===== src/rtl/posit_encoder_if.sv =====
// posit_encoder_if
// Bundles the two valid/ready streams of the posit encoder.
//   Input stream : in_valid, in_ready, in_sign, in_scale, in_frac,
//                  in_sticky, in_zero, in_nar
//   Output stream: out_valid, out_ready, out_posit
// Modports:
//   master - the surrounding datapath (drives triples, accepts results)
//   slave  - the encoder itself
`timescale 1ns/1ps
interface posit_encoder_if #(
    parameter int N  = 32,
    parameter int ES = 4,
    parameter int SW = $clog2(N) + ES + 2
);
    logic                 in_valid;
    logic                 in_ready;
    logic                 in_sign;
    logic signed [SW-1:0] in_scale;
    logic [N-1:0]         in_frac;
    logic                 in_sticky;
    logic                 in_zero;
    logic                 in_nar;
    logic                 out_valid;
    logic                 out_ready;
    logic [N-1:0]         out_posit;

    modport master (
        output in_valid, in_sign, in_scale, in_frac, in_sticky, in_zero, in_nar,
        output out_ready,
        input  in_ready, out_valid, out_posit
    );

    modport slave (
        input  in_valid, in_sign, in_scale, in_frac, in_sticky, in_zero, in_nar,
        input  out_ready,
        output in_ready, out_valid, out_posit
    );
endinterface


===== src/rtl/posit_encoder.sv =====
// posit_encoder
// Packs a decoded (sign, scale, fraction) triple into an N-bit posit word:
// regime construction, rounding, saturation to maxpos/minpos, zero/NaR
// specials and two's-complement negation. Two register stages, one result
// per cycle, stalls cleanly under downstream backpressure.
//
// Ports:
//   clk    - clock, all state on the rising edge
//   rst_n  - asynchronous active-low reset (clears stage valids and out_posit)
//   bus    - posit_encoder_if.slave: input triple stream and output posit stream
//
// Build option:
//   POSIT_ENC_RNE_EN - when defined, round-to-nearest-even; otherwise the
//                      magnitude is truncated (guard/sticky ignored).
`timescale 1ns/1ps
module posit_encoder #(
    parameter int N  = 32,
    parameter int ES = 4,
    parameter int SW = $clog2(N) + ES + 2
) (
    input  logic           clk,
    input  logic           rst_n,
    posit_encoder_if.slave bus
);
    // Shift window: regime seed + exponent + fraction, with N zero bits of
    // headroom below so nothing shifted out is lost before guard/sticky.
    localparam int BW = 2 + ES + 2 * N;
    localparam logic signed [SW-1:0] K_SAT_HI = SW'(N - 2);
    localparam logic signed [SW-1:0] K_SAT_LO = SW'(-(N - 1));
    localparam logic [N-2:0] MAG_MAX = '1;
    localparam logic [N-2:0] MAG_MIN = (N-1)'(1);

`ifdef POSIT_ENC_RNE_EN
    function automatic logic [N-2:0] round_mag(input logic [N-2:0] mag,
                                               input logic guard,
                                               input logic sticky);
        logic [N-1:0] inc;
        inc = {1'b0, mag} + N'(guard & (mag[0] | sticky));
        // A carry into the sign position would leave the positive range.
        return inc[N-1] ? MAG_MAX : inc[N-2:0];
    endfunction
`else
    function automatic logic [N-2:0] round_mag(input logic [N-2:0] mag);
        return mag;
    endfunction
`endif

    function automatic logic [N-2:0] saturate(input logic [N-2:0] mag,
                                              input logic sat_hi,
                                              input logic sat_lo);
        if (sat_hi)
            return MAG_MAX;
        else if (sat_lo || mag == '0)
            return MAG_MIN;
        return mag;
    endfunction

    function automatic logic [N-1:0] apply_sign(input logic [N-2:0] mag,
                                                input logic sign);
        logic [N-1:0] full;
        full = {1'b0, mag};
        return sign ? -full : full;
    endfunction

    logic s1_load, s2_load;
    logic vld_p1, vld_p2;

    // Stage 1 combinational: regime/exponent build and alignment
    logic signed [SW-1:0] k;
    logic [ES-1:0]        e;
    logic [SW-1:0]        shamt;
    logic [1:0]           seed;
    logic signed [BW-1:0] body;
    logic signed [BW-1:0] body_sh;

    assign k = bus.in_scale >>> ES;
    assign e = bus.in_scale[ES-1:0];
    // Seed "10" for k >= 0 and "01" for k < 0; the arithmetic shift then
    // replicates the seed MSB, giving (k+1) ones + 0 or (-k) zeros + 1.
    // The shift count for negative k is -k-1, i.e. ~k.
    assign seed    = k[SW-1] ? 2'b01 : 2'b10;
    assign shamt   = k[SW-1] ? ~k : k;
    assign body    = {seed, e, bus.in_frac, {N{1'b0}}};
    assign body_sh = body >>> shamt;

    logic [N-2:0] mag_p1;
    logic         guard_p1, sticky_p1;
    logic         sign_p1, zero_p1, nar_p1, sat_hi_p1, sat_lo_p1;
    logic [N-1:0] posit_p2;

    assign s2_load      = !vld_p2 || bus.out_ready;
    assign s1_load      = !vld_p1 || s2_load;
    assign bus.in_ready = s1_load;

    always_ff @(posedge clk or negedge rst_n) begin
        if (!rst_n) begin
            vld_p1 <= 1'b0;
            vld_p2 <= 1'b0;
        end else begin
            if (s1_load) vld_p1 <= bus.in_valid;
            if (s2_load) vld_p2 <= vld_p1;
        end
    end

    // Stage 1 register: truncated magnitude, rounding bits, special flags
    always_ff @(posedge clk) begin
        if (s1_load && bus.in_valid) begin
            mag_p1    <= body_sh[BW-1 -: N-1];
            guard_p1  <= body_sh[BW-N];
            sticky_p1 <= (|body_sh[BW-N-1:0]) | bus.in_sticky;
            sign_p1   <= bus.in_sign;
            nar_p1    <= bus.in_nar;
            zero_p1   <= bus.in_zero;
            sat_hi_p1 <= (k >= K_SAT_HI);
            sat_lo_p1 <= (k <= K_SAT_LO);
        end
    end

    // Stage 2 combinational: round, saturate, negate, specials
    logic [N-2:0] mag_rnd, mag_sat;
    logic [N-1:0] posit_d;

`ifdef POSIT_ENC_RNE_EN
    assign mag_rnd = round_mag(mag_p1, guard_p1, sticky_p1);
`else
    logic unused_round;
    assign unused_round = guard_p1 ^ sticky_p1;
    assign mag_rnd = round_mag(mag_p1);
`endif

    always_comb begin
        mag_sat = saturate(mag_rnd, sat_hi_p1, sat_lo_p1);
        posit_d = apply_sign(mag_sat, sign_p1);
        if (nar_p1)
            posit_d = {1'b1, {(N-1){1'b0}}};
        else if (zero_p1)
            posit_d = '0;
    end

    // Stage 2 register: output word
    always_ff @(posedge clk or negedge rst_n) begin
        if (!rst_n)
            posit_p2 <= '0;
        else if (s2_load && vld_p1)
            posit_p2 <= posit_d;
    end

    assign bus.out_valid = vld_p2;
    assign bus.out_posit = posit_p2;
endmodule


===== src/flat_wrapper.sv =====
// flat-port wrapper written by rule: the top's interface ports become plain ports
module posit_encoder_flat 
#(
    parameter int N  = 32,
    parameter int ES = 4,
    parameter int SW = $clog2(N) + ES + 2
)
  (clk, rst_n, bus_in_valid, bus_in_sign, bus_in_scale, bus_in_frac, bus_in_sticky, bus_in_zero, bus_in_nar, bus_out_ready, bus_in_ready, bus_out_valid, bus_out_posit);
  posit_encoder_if #(.N(N), .ES(ES), .SW(SW)) bus_i ();
  input  logic clk;
  input  logic rst_n;
  input wire logic [$bits(bus_i.in_valid)-1:0] bus_in_valid;
  input wire logic [$bits(bus_i.in_sign)-1:0] bus_in_sign;
  input wire logic [$bits(bus_i.in_scale)-1:0] bus_in_scale;
  input wire logic [$bits(bus_i.in_frac)-1:0] bus_in_frac;
  input wire logic [$bits(bus_i.in_sticky)-1:0] bus_in_sticky;
  input wire logic [$bits(bus_i.in_zero)-1:0] bus_in_zero;
  input wire logic [$bits(bus_i.in_nar)-1:0] bus_in_nar;
  input wire logic [$bits(bus_i.out_ready)-1:0] bus_out_ready;
  output wire logic [$bits(bus_i.in_ready)-1:0] bus_in_ready;
  output wire logic [$bits(bus_i.out_valid)-1:0] bus_out_valid;
  output wire logic [$bits(bus_i.out_posit)-1:0] bus_out_posit;
  assign bus_i.in_valid = bus_in_valid;
  assign bus_i.in_sign = bus_in_sign;
  assign bus_i.in_scale = bus_in_scale;
  assign bus_i.in_frac = bus_in_frac;
  assign bus_i.in_sticky = bus_in_sticky;
  assign bus_i.in_zero = bus_in_zero;
  assign bus_i.in_nar = bus_in_nar;
  assign bus_i.out_ready = bus_out_ready;
  assign bus_in_ready = bus_i.in_ready;
  assign bus_out_valid = bus_i.out_valid;
  assign bus_out_posit = bus_i.out_posit;
  posit_encoder #(.N(N), .ES(ES), .SW(SW)) u_core (.clk(clk), .rst_n(rst_n), .bus(bus_i));
endmodule

===== config.mk =====
export PLATFORM = sky130hd
export DESIGN_NAME = posit_encoder_flat
export DESIGN_NICKNAME = d
export VERILOG_FILES = /design/src/rtl/posit_encoder_if.sv /design/src/rtl/posit_encoder.sv /design/src/flat_wrapper.sv
export SDC_FILE = /design/constraint.sdc
export NUM_CORES = 1
export LEC_CHECK = 0
export CAP_MARGIN = 5
export CORE_UTILIZATION = 60
export CTS_BUF_LIST = sky130_fd_sc_hd__clkbuf_8
export DETAILED_ROUTE_END_ITERATION = 8
export GPL_TIMING_DRIVEN = 0
export PLACE_DENSITY = 0.91
export SLEW_MARGIN = 20
export SYNTH_ARGS = -nofsm -noshare
export SYNTH_HDL_FRONTEND = slang
export SYNTH_SLANG_ARGS = --single-unit

===== constraint.sdc =====
create_clock -name clk -period 5.5 [get_ports clk]
set_input_delay 1.1 -clock clk [delete_from_list [all_inputs] [get_ports clk]]
set_output_delay 1.1 -clock clk [all_outputs]
set_load 0.01 [all_outputs]

* Word-level counts from Yosys, hierarchy flattened
Cells that the tools add are included.
Storage, ports and cells: register bits after elaboration 70, latch bits 0, memory bits (writable) 0, memory bits (read-only) 0, bits of input ports 51, output and inout bits 34, logic and storage cells 32, memories kept 0
Cells by class: $add $sub $neg 1, multipliers 0, divide/modulo/power cells 0, magnitude comparators 2, equality and inequality tests 0, shift operators 1, multiplexer cells 10, bitwise operators 1, reductions and logical operators 8
Operators with widths (count):
- 2-to-1 mux 32 bit | 3
- 2-to-1 mux 31 bit | 3
- >>> shifter 70 x 11 -> 70 bit | 1
- negator 31 -> 32 bit | 1
- logical NOT 31 bit | 1
- 2-to-1 mux 11 bit | 1
- NOT 7 -> 11 bit | 1
- greater-or-equal comparator 7 x 6 -> 1 bit (second input constant) | 1
- <= comparator 7 x 6 -> 1 bit (second input constant) | 1
- logical OR 1 bit | 3
- logical AND 1 bit | 2
- logical NOT 1 bit | 2
- 2-to-1 mux 1 bit | 2
- 2-to-1 mux 2 bit | 1

* Logic depth before layout (Yosys ltp)
Gate-level depths: netlist (run 1).
word-level depth 9, mapped depth 14, gate-level depth less buffers 12

* Worst setup path after synthesis (run 1)
Ideal clock, no wire load.
path kind input to register, start point input bus_in_scale[10], end point register u_core.mag_p1[2] (data pin), library setup time 0.254 ns, arrival 3.532 ns, data required time 5.246 ns, setup slack 1.715 ns, stages 11, path buffers 6, path through buf_4 -> clkbuf_1 -> clkinv_1 -> clkbuf_1 -> buf_1 -> ha_1 -> clkbuf_1 -> nor2_1 -> clkbuf_1 -> a31oi_1 -> a21o_1
On the way: longest elaborated chain between the ends 3, elaborated cells between the ends (all ways) 4, those cells by class shift: 1; mux: 2; bitwise: 1
Ends and longest elaborated chain:
- from (decl) | RTL line flat_wrapper.sv:14 | input wire logic [$bits(bus_i.in_scale)-1:0] bus_in_scale;
- NOT 7 -> 11 bit | RTL line posit_encoder.sv:82 | assign shamt = k[SW-1] ? ~k : k;
- 2-to-1 mux 11 bit | RTL line posit_encoder.sv:82
- >>> shifter 70 x 11 -> 70 bit (*) | RTL line posit_encoder.sv:84 | assign body_sh = body >>> shamt;
- via u_core.body_sh[41] | RTL line posit_encoder.sv:74 | logic signed [BW-1:0] body_sh;
- to (signal assigned) | RTL line posit_encoder.sv:108 | mag_p1 <= body_sh[BW-1 -: N-1];
- to (decl) | RTL line posit_encoder.sv:86 | logic [N-2:0] mag_p1;
The timed path passes the listed nets; every way through them passes the cells marked *. A chain may end at the register's enable or synchronous reset.

* Worst setup path after layout (run 1)
start point input bus_in_scale[10], end point register u_core.mag_p1[28] (data pin)
Same word-level chain as after synthesis.

==> flow_summary.json, run 1 <==
{
  "drcViolationCount": 0,
  "n_antenna_cell": 0,
  "syn_to_final_growth_pct": 18.1,
  "status": "completed",
  "clockBufferDepth": 2,
  "die_area_mm2": 0.0105,
  "worst_setup_path_start_kind": "input pin",
  "setup_viol": 0,
  "crit_type": "in -> reg",
  "ios": 85,
  "cts_setup_buffers": 0,
  "dp.cells": 916,
  "grt-busiest-layer": "met2",
  "slew_violations": 0,
  "wl_per_cell_um": 20.4,
  "cts_resized": 0,
  "grt_pass1_vias": 6068,
  "drtPass1Iterations": 5,
  "synthTopCellsByArea": "edfxtp_1 18%, dfrtp_1 14%, mux4_2 8.9%, a21oi_1 7.1%, mux2i_1 5.3%",
  "clock-sinks": 70,
  "synth_top_area_share_pct": 17.8,
  "skew_ns": 0.00759,
  "syn_avg_cell_area_um2": 8.57,
  "peakVddDrop_mv": 0.158,
  "syn-cell-area_mm2": 0.00608,
  "grt_use_total_pct": 38.1,
  "cts_tree": "done",
  "fill_cells": 800,
  "ant_nets": 0,
  "gr-usage-met3_pct": 6.24,
  "cp.required_ns": 5.61,
  "ys_warn_count": 0,
  "drtIter0Drc": 474,
  "finalSetupTns_ns": 0,
  "hold_buffers": 0,
  "slew_headroom_pct": 44.2,
  "vias": 6329,
  "drive_gt1_share_pct": 9.51,
  "r2r_setup_slack_ns": 1.27,
  "worstSkewPairLatency_ns": 0.36,
  "synth.distinct_cells": 75,
  "cts_buffers": 9,
  "end_kind": "register",
  "crit_end": "u_core.mag_p1[28]",
  "worst-r2r-cell-count": 14,
  "r2r-end": "u_core.bus.out_posit[30]",
  "fmaxAchievable_mhz": 208,
  "holdCritPathClass": "reg -> reg",
  "postSynthRegisterBits": 70,
  "die-height_um": 103,
  "wl_mm": 19.0,
  "synth_edf_count": 36,
  "p_int_w": 0.00112,
  "syn_inst": 710,
  "fin_crit_ns": 4.80,
  "critPathLaunch": "bus_in_scale[10]",
  "instances_no_fill": 932,
  "synthArstFlopShare_pct": 48.6,
  "drv_cap": 0,
  "finalCritPeriodShare_pct": 87.3,
  "crit-reg2reg-launch": "u_core.mag_p1[27]",
  "p_seq_share_pct": 38.9,
  "power_density_mw_per_mm2": 240,
  "grt_antenna_before_repair": 0,
  "utilization_pct": 73.2,
  "crit_arrival_ns": 4.92,
  "synth_fp_nets": 764,
  "vias_per_cell": 6.79,
  "overflow": 0,
  "cts-root-buf": "clkbuf_8",
  "grt_first_pass_wirelength_mm": 30.5,
  "p_sw_w": 0.000597,
  "final_nets": 848,
  "finalHoldViolCount": 0,
  "grt_max_degree": 37,
  "clkTransAtPathRegs_ns": 0.07,
  "coreArea_mm2": 0.00982,
  "layout_commonest_cell": "a21oi_1",
  "grt_util_met1_pct": 42.8,
  "pwr-share-clk_pct": 23.9,
  "grt_use_met2_pct": 65.4,
  "path_max_fanout": 11,
  "yosysSeqAreaShare_pct": 31.8,
  "pwr-share-comb_pct": 37.1,
  "htree_num_levels": 3,
  "ys.flop_type": "edfxtp_1",
  "start_util_pct": 61.9,
  "place.gp.congestion": 1.00,
  "sw_frac_of_total_pct": 34.7,
  "power_leakage_nw": 2.64,
  "layout_common_cells": "86 x a21oi_1, 72 x clkdlybuf4s50_1, 71 x nand2_1",
  "hpwl_mm": 14.8,
  "tightest_slew_ns": 0.814,
  "num_rows": 36,
  "yosys.area.top_type": "edfxtp_1",
  "rsz0062_at_grt": "false",
  "dieWidth_um": 103,
  "portBuffers": 73
}
[cells in the mapped netlist (4+ instances only)]
cell type,number
xnor2_1,15
a31oi_1,8
a211oi_1,4
mux2i_1,32
a21oi_1,86
and2_1,4
mux2_2,6
nor2b_1,8
o22ai_1,4
nor4_1,12
o31ai_1,8
a22oi_1,6
nor3_1,13
a22o_1,7
nand3_1,20
nand2b_1,13
nand2_1,71
mux4_2,24
o21ai_0,63
dfrtp_1,34
buf_2,9
nor2_1,62
edfxtp_1,36
nand4_1,7
inv_1,11
o211ai_1,8
o21ai_1,14
o21a_1,7
a21o_1,6
clkbuf_1,36
buf_1,6
[worst min-delay path by stage]
stage / cells after the start / to / slack (ns) / from
finish: 2 / u_core.bus.out_posit[12] / 0.48 / u_core.bus.out_posit[12]
global placement: 2 / u_core.bus.out_posit[12] / 0.46 / u_core.bus.out_posit[12]
global route: 2 / u_core.bus.out_posit[1] / 0.50 / u_core.bus.out_posit[1]
CTS: 2 / u_core.bus.out_posit[12] / 0.48 / u_core.bus.out_posit[12]
detailed placement: 2 / u_core.bus.out_posit[12] / 0.47 / u_core.bus.out_posit[12]
floorplan: 1 / u_core.bus.out_valid / 0.46 / u_core.vld_p1
[state kept, by name, indices dropped and copies added, names as in the netlist]
signal and flops:
u_core.bus.out_posit 32, u_core.bus.out_valid 1, u_core.mag_p1 31, u_core.nar_p1 1
u_core.sat_hi_p1 1, u_core.sat_lo_p1 1, u_core.sign_p1 1, u_core.vld_p1 1
u_core.zero_p1 1
[per-layer routing]
layer,wire (um),vias up
li1,-,2861
met4,1280,0
met5,0,-
met1,7000,2943
met2,9330,418
met3,1420,107
[cell families after synthesis]
logic type / Yosys count / synth area share [%]
mux: 63 / 15.6
simple gates: 230 / 18.2
buf+inv: 71 / 5.02
compound gates: 254 / 25.7
flops: 70 / 31.8
xor+xnor: 19 / 3.11
fa+ha+maj: 3 / 0.617
[through the flow]
step / hold WS, ns / setup WS [ns] / cell area [um^2] / total power, W
floorplan: 0.457 / 1.71 / 6080 / 0.00107
global placement: 0.462 / 0.461 / 6980 / 0.00128
detailed placement: 0.470 / 0.456 / 6980 / 0.00130
CTS: 0.484 / 0.824 / 7180 / 0.00171
global route: 0.500 / 0.465 / 7190 / 0.00180
finish: 0.477 / 0.697 / 7190 / 0.00172
[power groups by stage]
stage | sequential, W | combinational (W) | clock, W
5_1_grt | 0.000675 | 0.000688 | 0.000438
3_3_place_gp | 0.000676 | 0.000605 | 0
6_report | 0.000670 | 0.000639 | 0.000412
3_5_place_dp | 0.000679 | 0.000620 | 0
2_1_floorplan | 0.000676 | 0.000395 | 0
4_1_cts | 0.000668 | 0.000623 | 0.000415
[critical path, cell delays in order]
cell and delay [ns]:
clkdlybuf4s50_1 0.50, buf_4 0.19, clkbuf_1 0.33, clkinv_1 0.34, clkbuf_1 0.32, buf_1 0.30, ha_1 0.35, clkbuf_1 0.24
nor2_1 0.46, clkbuf_1 0.43, a21oi_1 0.13, o21a_1 0.21
[area by class of cell]
class,count,area [um^2],area share [%]
Inverter,14,52.6,0.731
Sequential cell,70,1930,26.9
Timing Repair Buffer,73,726,10.1
Clock buffer,11,151,2.11
Multi-Input combinational cell,569,3860,53.7
Buffer,57,253,3.52
Clock inverter,5,48.8,0.679
Tap cell,133,166,2.32
No activity file was read; power rests on OpenSTA's default activity.
==> run 2, diff against run 1 <==
--- a/config.mk
+++ b/config.mk
@@ -11,7 +11,7 @@
 export DETAILED_ROUTE_END_ITERATION = 8
 export GPL_TIMING_DRIVEN = 0
 export PLACE_DENSITY = 0.91
-export SLEW_MARGIN = 20
+export SLEW_MARGIN = 40
 export SYNTH_ARGS = -nofsm -noshare
 export SYNTH_HDL_FRONTEND = slang
 export SYNTH_SLANG_ARGS = --single-unit
==> run 2 against run 1 <==
Count of clock-buffer cells in the layout stayed put. Critical endpoint is now u_core.mag_p1[2]. Largest cell class unchanged. Register-to-register slack hardly changed. Maximum frequency is 0.34% lower. Sequential power hardly changed. Sequential share of layout area hardly changed.
==> flow_summary.json, run 2 (same netlist as run 1, synthesis figures left out) <==
{
  "crit-reg2reg-launch": "u_core.mag_p1[27]",
  "final_nets": 848,
  "coreArea_mm2": 0.00982,
  "cts_resized": 0,
  "p_seq_share_pct": 39.0,
  "multi_input_area_mm2": 0.00386,
  "rsz0062_at_grt": "false",
  "grt_use_total_pct": 37.9,
  "cts_tree": "done",
  "pwr-share-clk_pct": 23.8,
  "syn_to_final_growth_pct": 18.2,
  "finalHoldViolCount": 0,
  "crit_type": "in -> reg",
  "cts_buffers": 9,
  "portBuffers": 73,
  "fin_crit_ns": 4.82,
  "design_power_total_w": 0.00172,
  "n_antenna_cell": 0,
  "r2r_setup_slack_ns": 1.27,
  "sw_frac_of_total_pct": 34.6,
  "hpwl_mm": 14.8,
  "pwr-share-comb_pct": 37.2,
  "finalCritPeriodShare_pct": 87.6,
  "grt_max_degree": 37,
  "grt_antenna_before_repair": 0,
  "worst-r2r-cell-count": 14,
  "instances_no_fill": 932,
  "end_kind": "register",
  "min_to": "u_core.bus.out_posit[12]",
  "ios": 85,
  "dp.cells": 916,
  "drtPass1Iterations": 6,
  "grt_pass1_vias": 6029,
  "largest_reg_flops": 32,
  "vias_per_cell": 6.80,
  "power_density_mw_per_mm2": 239,
  "die-height_um": 103,
  "peakVddDrop_mv": 0.153,
  "cts_setup_buffers": 0,
  "cp.required_ns": 5.61,
  "clkTransAtPathRegs_ns": 0.07,
  "p_sw_w": 0.000595,
  "power_leakage_nw": 2.64,
  "clockBufferDepth": 2,
  "drcViolationCount": 0,
  "skew_ns": 0.00813,
  "cts-root-buf": "clkbuf_8",
  "drive_gt1_share_pct": 9.51,
  "layout_commonest_cell": "a21oi_1",
  "htree_num_levels": 3,
  "drtIter0Drc": 514,
  "slew_headroom_pct": 45.4,
  "vias": 6339,
  "tightest_slew_ns": 0.796,
  "setup_viol": 0,
  "wl_per_cell_um": 20.5,
  "dieWidth_um": 103,
  "hold_depth": 2,
  "fill_cells": 785,
  "worstSkewPairLatency_ns": 0.36,
  "grt_first_pass_wirelength_mm": 30.3,
  "place_ws_ns": 0.494,
  "wl_mm": 19.1,
  "path_max_fanout": 11,
  "overflow": 0,
  "num_rows": 36,
  "finalSetupTns_ns": 0,
  "fin_ws_ns": 0.680,
  "fmaxAchievable_mhz": 207,
  "crit_arrival_ns": 4.93,
  "p_int_w": 0.00112,
  "regArea_mm2": 0.00193,
  "slew_violations": 0,
  "holdCritPathClass": "reg -> reg",
  "start_util_pct": 61.9,
  "drv_cap": 0,
  "worst_setup_path_start_kind": "input pin",
  "r2r-end": "u_core.bus.out_posit[30]",
  "clock-sinks": 70,
  "hold_buffers": 0,
  "place.gp.congestion": 1.00,
  "status": "completed",
  "die_area_mm2": 0.0105,
  "min-delay-start": "u_core.bus.out_posit[12]",
  "ant_nets": 0,
  "layout_common_cells": "86 x a21oi_1, 72 x clkdlybuf4s50_1, 71 x nand2_1"
}
==> run 2: worst max-delay path: stages <==
cell	delay (ns)
clkdlybuf4s50_1	0.49
buf_4	0.19
clkbuf_1	0.32
clkinv_1	0.33
clkbuf_1	0.32
buf_1	0.31
ha_1	0.36
clkbuf_1	0.24
nor2_1	0.45
clkbuf_1	0.44
a31oi_1	0.17
a21o_1	0.20
==> run 2: worst max path at each step <==
stage	from	endpoint	slack (ns)	cells after the start
after floorplan	bus_in_scale[10]	u_core.mag_p1[2]	1.71	11
after CTS	bus_in_scale[10]	u_core.mag_p1[25]	0.86	12
after global routing	bus_in_scale[10]	u_core.mag_p1[25]	0.43	12
after global placement	bus_in_scale[10]	u_core.mag_p1[2]	0.46	12
final	bus_in_scale[10]	u_core.mag_p1[2]	0.68	12
after detailed placement	bus_in_scale[10]	u_core.mag_p1[2]	0.49	12
==> run 2: metrics by stage <==
stage	hold WS [ns]	utilization, %	instance area [um^2]
global route	0.518	73.2	7190
finish	0.480	73.2	7190
CTS	0.484	73.2	7190
floorplan	0.457	-	6080
global placement	0.462	71.1	6980
detailed placement	0.470	71.1	6990
==> run 2: cell type report <==
type                            count  share of cell area (%)
Multi-Input combinational cell    569                    53.6
Sequential cell                    70                    26.9
Timing Repair Buffer               73                    10.1
Buffer                             57                    3.52
Tap cell                          133                    2.32
Clock buffer                       11                    2.11
Inverter                           14                   0.731
Clock inverter                      5                   0.679
==> run 2: power by group through the flow <==
stage	sequential, W	clock (W)	combinational, W
2_1_floorplan	0.000676	0	0.000395
3_3_place_gp	0.000676	0	0.000605
3_5_place_dp	0.000679	0	0.000621
4_1_cts	0.000668	0.000413	0.000625
5_1_grt	0.000676	0.000436	0.000688
6_report	0.000671	0.000410	0.000640
==> run 2: metal layers <==
metal,wire [um],share of wire [%],vias to the layer above,track usage [%]
li1,-,-,2855,-
met3,1500,7.9,109,5.29
met4,1180,6.2,0,27.8
met1,6870,36,2934,42.7
met2,9520,50,441,65.5
met5,0,0,-,0
==> run 3, diff against run 2 <==
--- a/config.mk
+++ b/config.mk
@@ -6,11 +6,11 @@
 export NUM_CORES = 1
 export LEC_CHECK = 0
 export CAP_MARGIN = 5
-export CORE_UTILIZATION = 60
+export CORE_UTILIZATION = 62
 export CTS_BUF_LIST = sky130_fd_sc_hd__clkbuf_8
 export DETAILED_ROUTE_END_ITERATION = 8
 export GPL_TIMING_DRIVEN = 0
-export PLACE_DENSITY = 0.91
+export PLACE_DENSITY = 0.94
 export SLEW_MARGIN = 40
 export SYNTH_ARGS = -nofsm -noshare
 export SYNTH_HDL_FRONTEND = slang
==> run 3 against run 2 <==
The flow now finishes with violations (DRC). Setup slack got worse by 0.031 ns. Routed wire length increased by 2.6%. Utilization increased by 3.8 points. Maximum frequency decreased by 0.65%. Flip-flop and latch count unchanged. Sequential share of layout area decreased by 0.093 points. Largest power group unchanged.
==> flow_summary.json, run 3 (same netlist as run 1, synthesis figures left out) <==
{
  "rsz0062_at_grt": "false",
  "clock-sinks": 70,
  "cts_setup_buffers": 0,
  "cts-root-buf": "clkbuf_8",
  "drive_gt1_share_pct": 9.38,
  "clockBufferDepth": 2,
  "power_density_mw_per_mm2": 242,
  "crit_type": "in -> reg",
  "end_kind": "register",
  "num_rows": 35,
  "skew_ns": 0.00819,
  "fmaxAchievable_mhz": 206,
  "hpwl_mm": 15.0,
  "ant_nets": 0,
  "wl_mm": 19.6,
  "grt_antenna_before_repair": 0,
  "worst-r2r-cell-count": 14,
  "worstSkewPairLatency_ns": 0.35,
  "multi_input_area_mm2": 0.00386,
  "setup_viol": 0,
  "ios": 85,
  "overflow": 0,
  "worst_setup_path_start_kind": "input pin",
  "cts_resized": 0,
  "grt_max_degree": 37,
  "regArea_mm2": 0.00193,
  "layout_commonest_cell": "a21oi_1",
  "peakVddDrop_mv": 0.146,
  "grt_pass1_vias": 6302,
  "drcViolationCount": 1,
  "fin_ws_ns": 0.649,
  "finalHoldViolCount": 0,
  "tightest_slew_ns": 0.869,
  "design_power_total_w": 0.00175,
  "path_max_fanout": 11,
  "grt_first_pass_wirelength_mm": 31.2,
  "hold_depth": 2,
  "crit-reg2reg-launch": "u_core.mag_p1[27]",
  "drtPass1Iterations": 7,
  "status": "finished, violations left",
  "r2r-end": "u_core.bus.out_posit[28]",
  "vias": 6535,
  "start_util_pct": 64.9,
  "syn_to_final_growth_pct": 18.6,
  "r2r_setup_slack_ns": 1.28,
  "n_antenna_cell": 0,
  "violations": "DRC",
  "wl_per_cell_um": 21.1,
  "grt_use_total_pct": 39.8,
  "coreArea_mm2": 0.00937,
  "finalCritPeriodShare_pct": 88.2,
  "fin_crit_ns": 4.85,
  "min-delay-start": "u_core.bus.out_posit[15]",
  "drv_cap": 0,
  "place.gp.congestion": 1.08,
  "largest_reg_flops": 32,
  "dieWidth_um": 101,
  "place_ws_ns": 0.423,
  "vias_per_cell": 7.03,
  "slew_violations": 0,
  "htree_num_levels": 3,
  "power_leakage_nw": 2.65,
  "holdCritPathClass": "reg -> reg",
  "cp.required_ns": 5.61,
  "die_area_mm2": 0.0102,
  "slew_headroom_pct": 40.4,
  "drtIter0Drc": 597,
  "layout_common_cells": "86 x a21oi_1, 72 x clkdlybuf4s50_1, 71 x nand2_1",
  "die-height_um": 101,
  "clkTransAtPathRegs_ns": 0.07,
  "finalSetupTns_ns": 0,
  "hold_buffers": 0,
  "cts_buffers": 9,
  "final_nets": 849,
  "min_to": "u_core.bus.out_posit[15]",
  "portBuffers": 73,
  "fill_cells": 696,
  "crit_arrival_ns": 4.96,
  "cts_tree": "done"
}
[run 3: changes by cell type in the layout (fill, tap and decap cells not counted), sizes merged]
cell    delta
bufinv     +1
buf        +1
inv        +1
clkbuf     -2
[run 3: worst max-delay path by stage]
stage	startpoint	endpoint
floorplan	bus_in_scale[10]	u_core.mag_p1[2]
global placement	bus_in_scale[10]	u_core.mag_p1[2]
detailed placement	bus_in_scale[10]	u_core.mag_p1[25]
CTS	bus_in_scale[10]	u_core.mag_p1[25]
global route	bus_in_scale[10]	u_core.mag_p1[28]
finish	bus_in_scale[10]	u_core.mag_p1[28]
[run 3: worst max-delay path, stage by stage]
cell and delay [ns]:
clkdlybuf4s50_1 0.49, buf_4 0.19, clkbuf_1 0.33, clkinv_1 0.33
clkbuf_1 0.32, buf_1 0.31, ha_1 0.36, clkbuf_1 0.24
nor2_1 0.44, clkbuf_1 0.47, a21oi_1 0.16, o21a_1 0.20
[run 3: layer usage]
layer | track usage (%) | vias up | wire [um]
met5 | 0 | - | 0
met1 | 44.4 | 2996 | 6800
li1 | - | 2857 | -
met3 | 6.03 | 126 | 1760
met4 | 27.3 | 0 | 1300
met2 | 69.8 | 556 | 9720
[run 3: where the power goes]
| part | total (W) | internal [W] | switching [W] |
|---|---|---|---|
| combinational | 0.000646 | 0.000280 | 0.000366 |
| clock | 0.000430 | 0.000249 | 0.000181 |
| sequential | 0.000672 | 0.000617 | 0.0000549 |
[run 3: area by class of cell]
class                      instances  area share (%)
inverter                          14           0.729
sequential                        70            26.8
clock inverter                     7            1.13
timing repair buffer              74            10.4
clock buffer                       9            1.72
buffer                            57            3.50
tap                              129            2.24
multi-input combinational        569            53.5
[run 3: per-stage QoR]
stage               area (um^2)  hold slack, ns  instances  util (%)
detailed placement         6980           0.474        912      74.4
CTS                        7180           0.490        928      76.6
finish                     7210           0.486        929      77.0
global placement           6970           0.465        912      74.4
floorplan                  6080           0.457        710         -
global route               7210           0.519        929      77.0
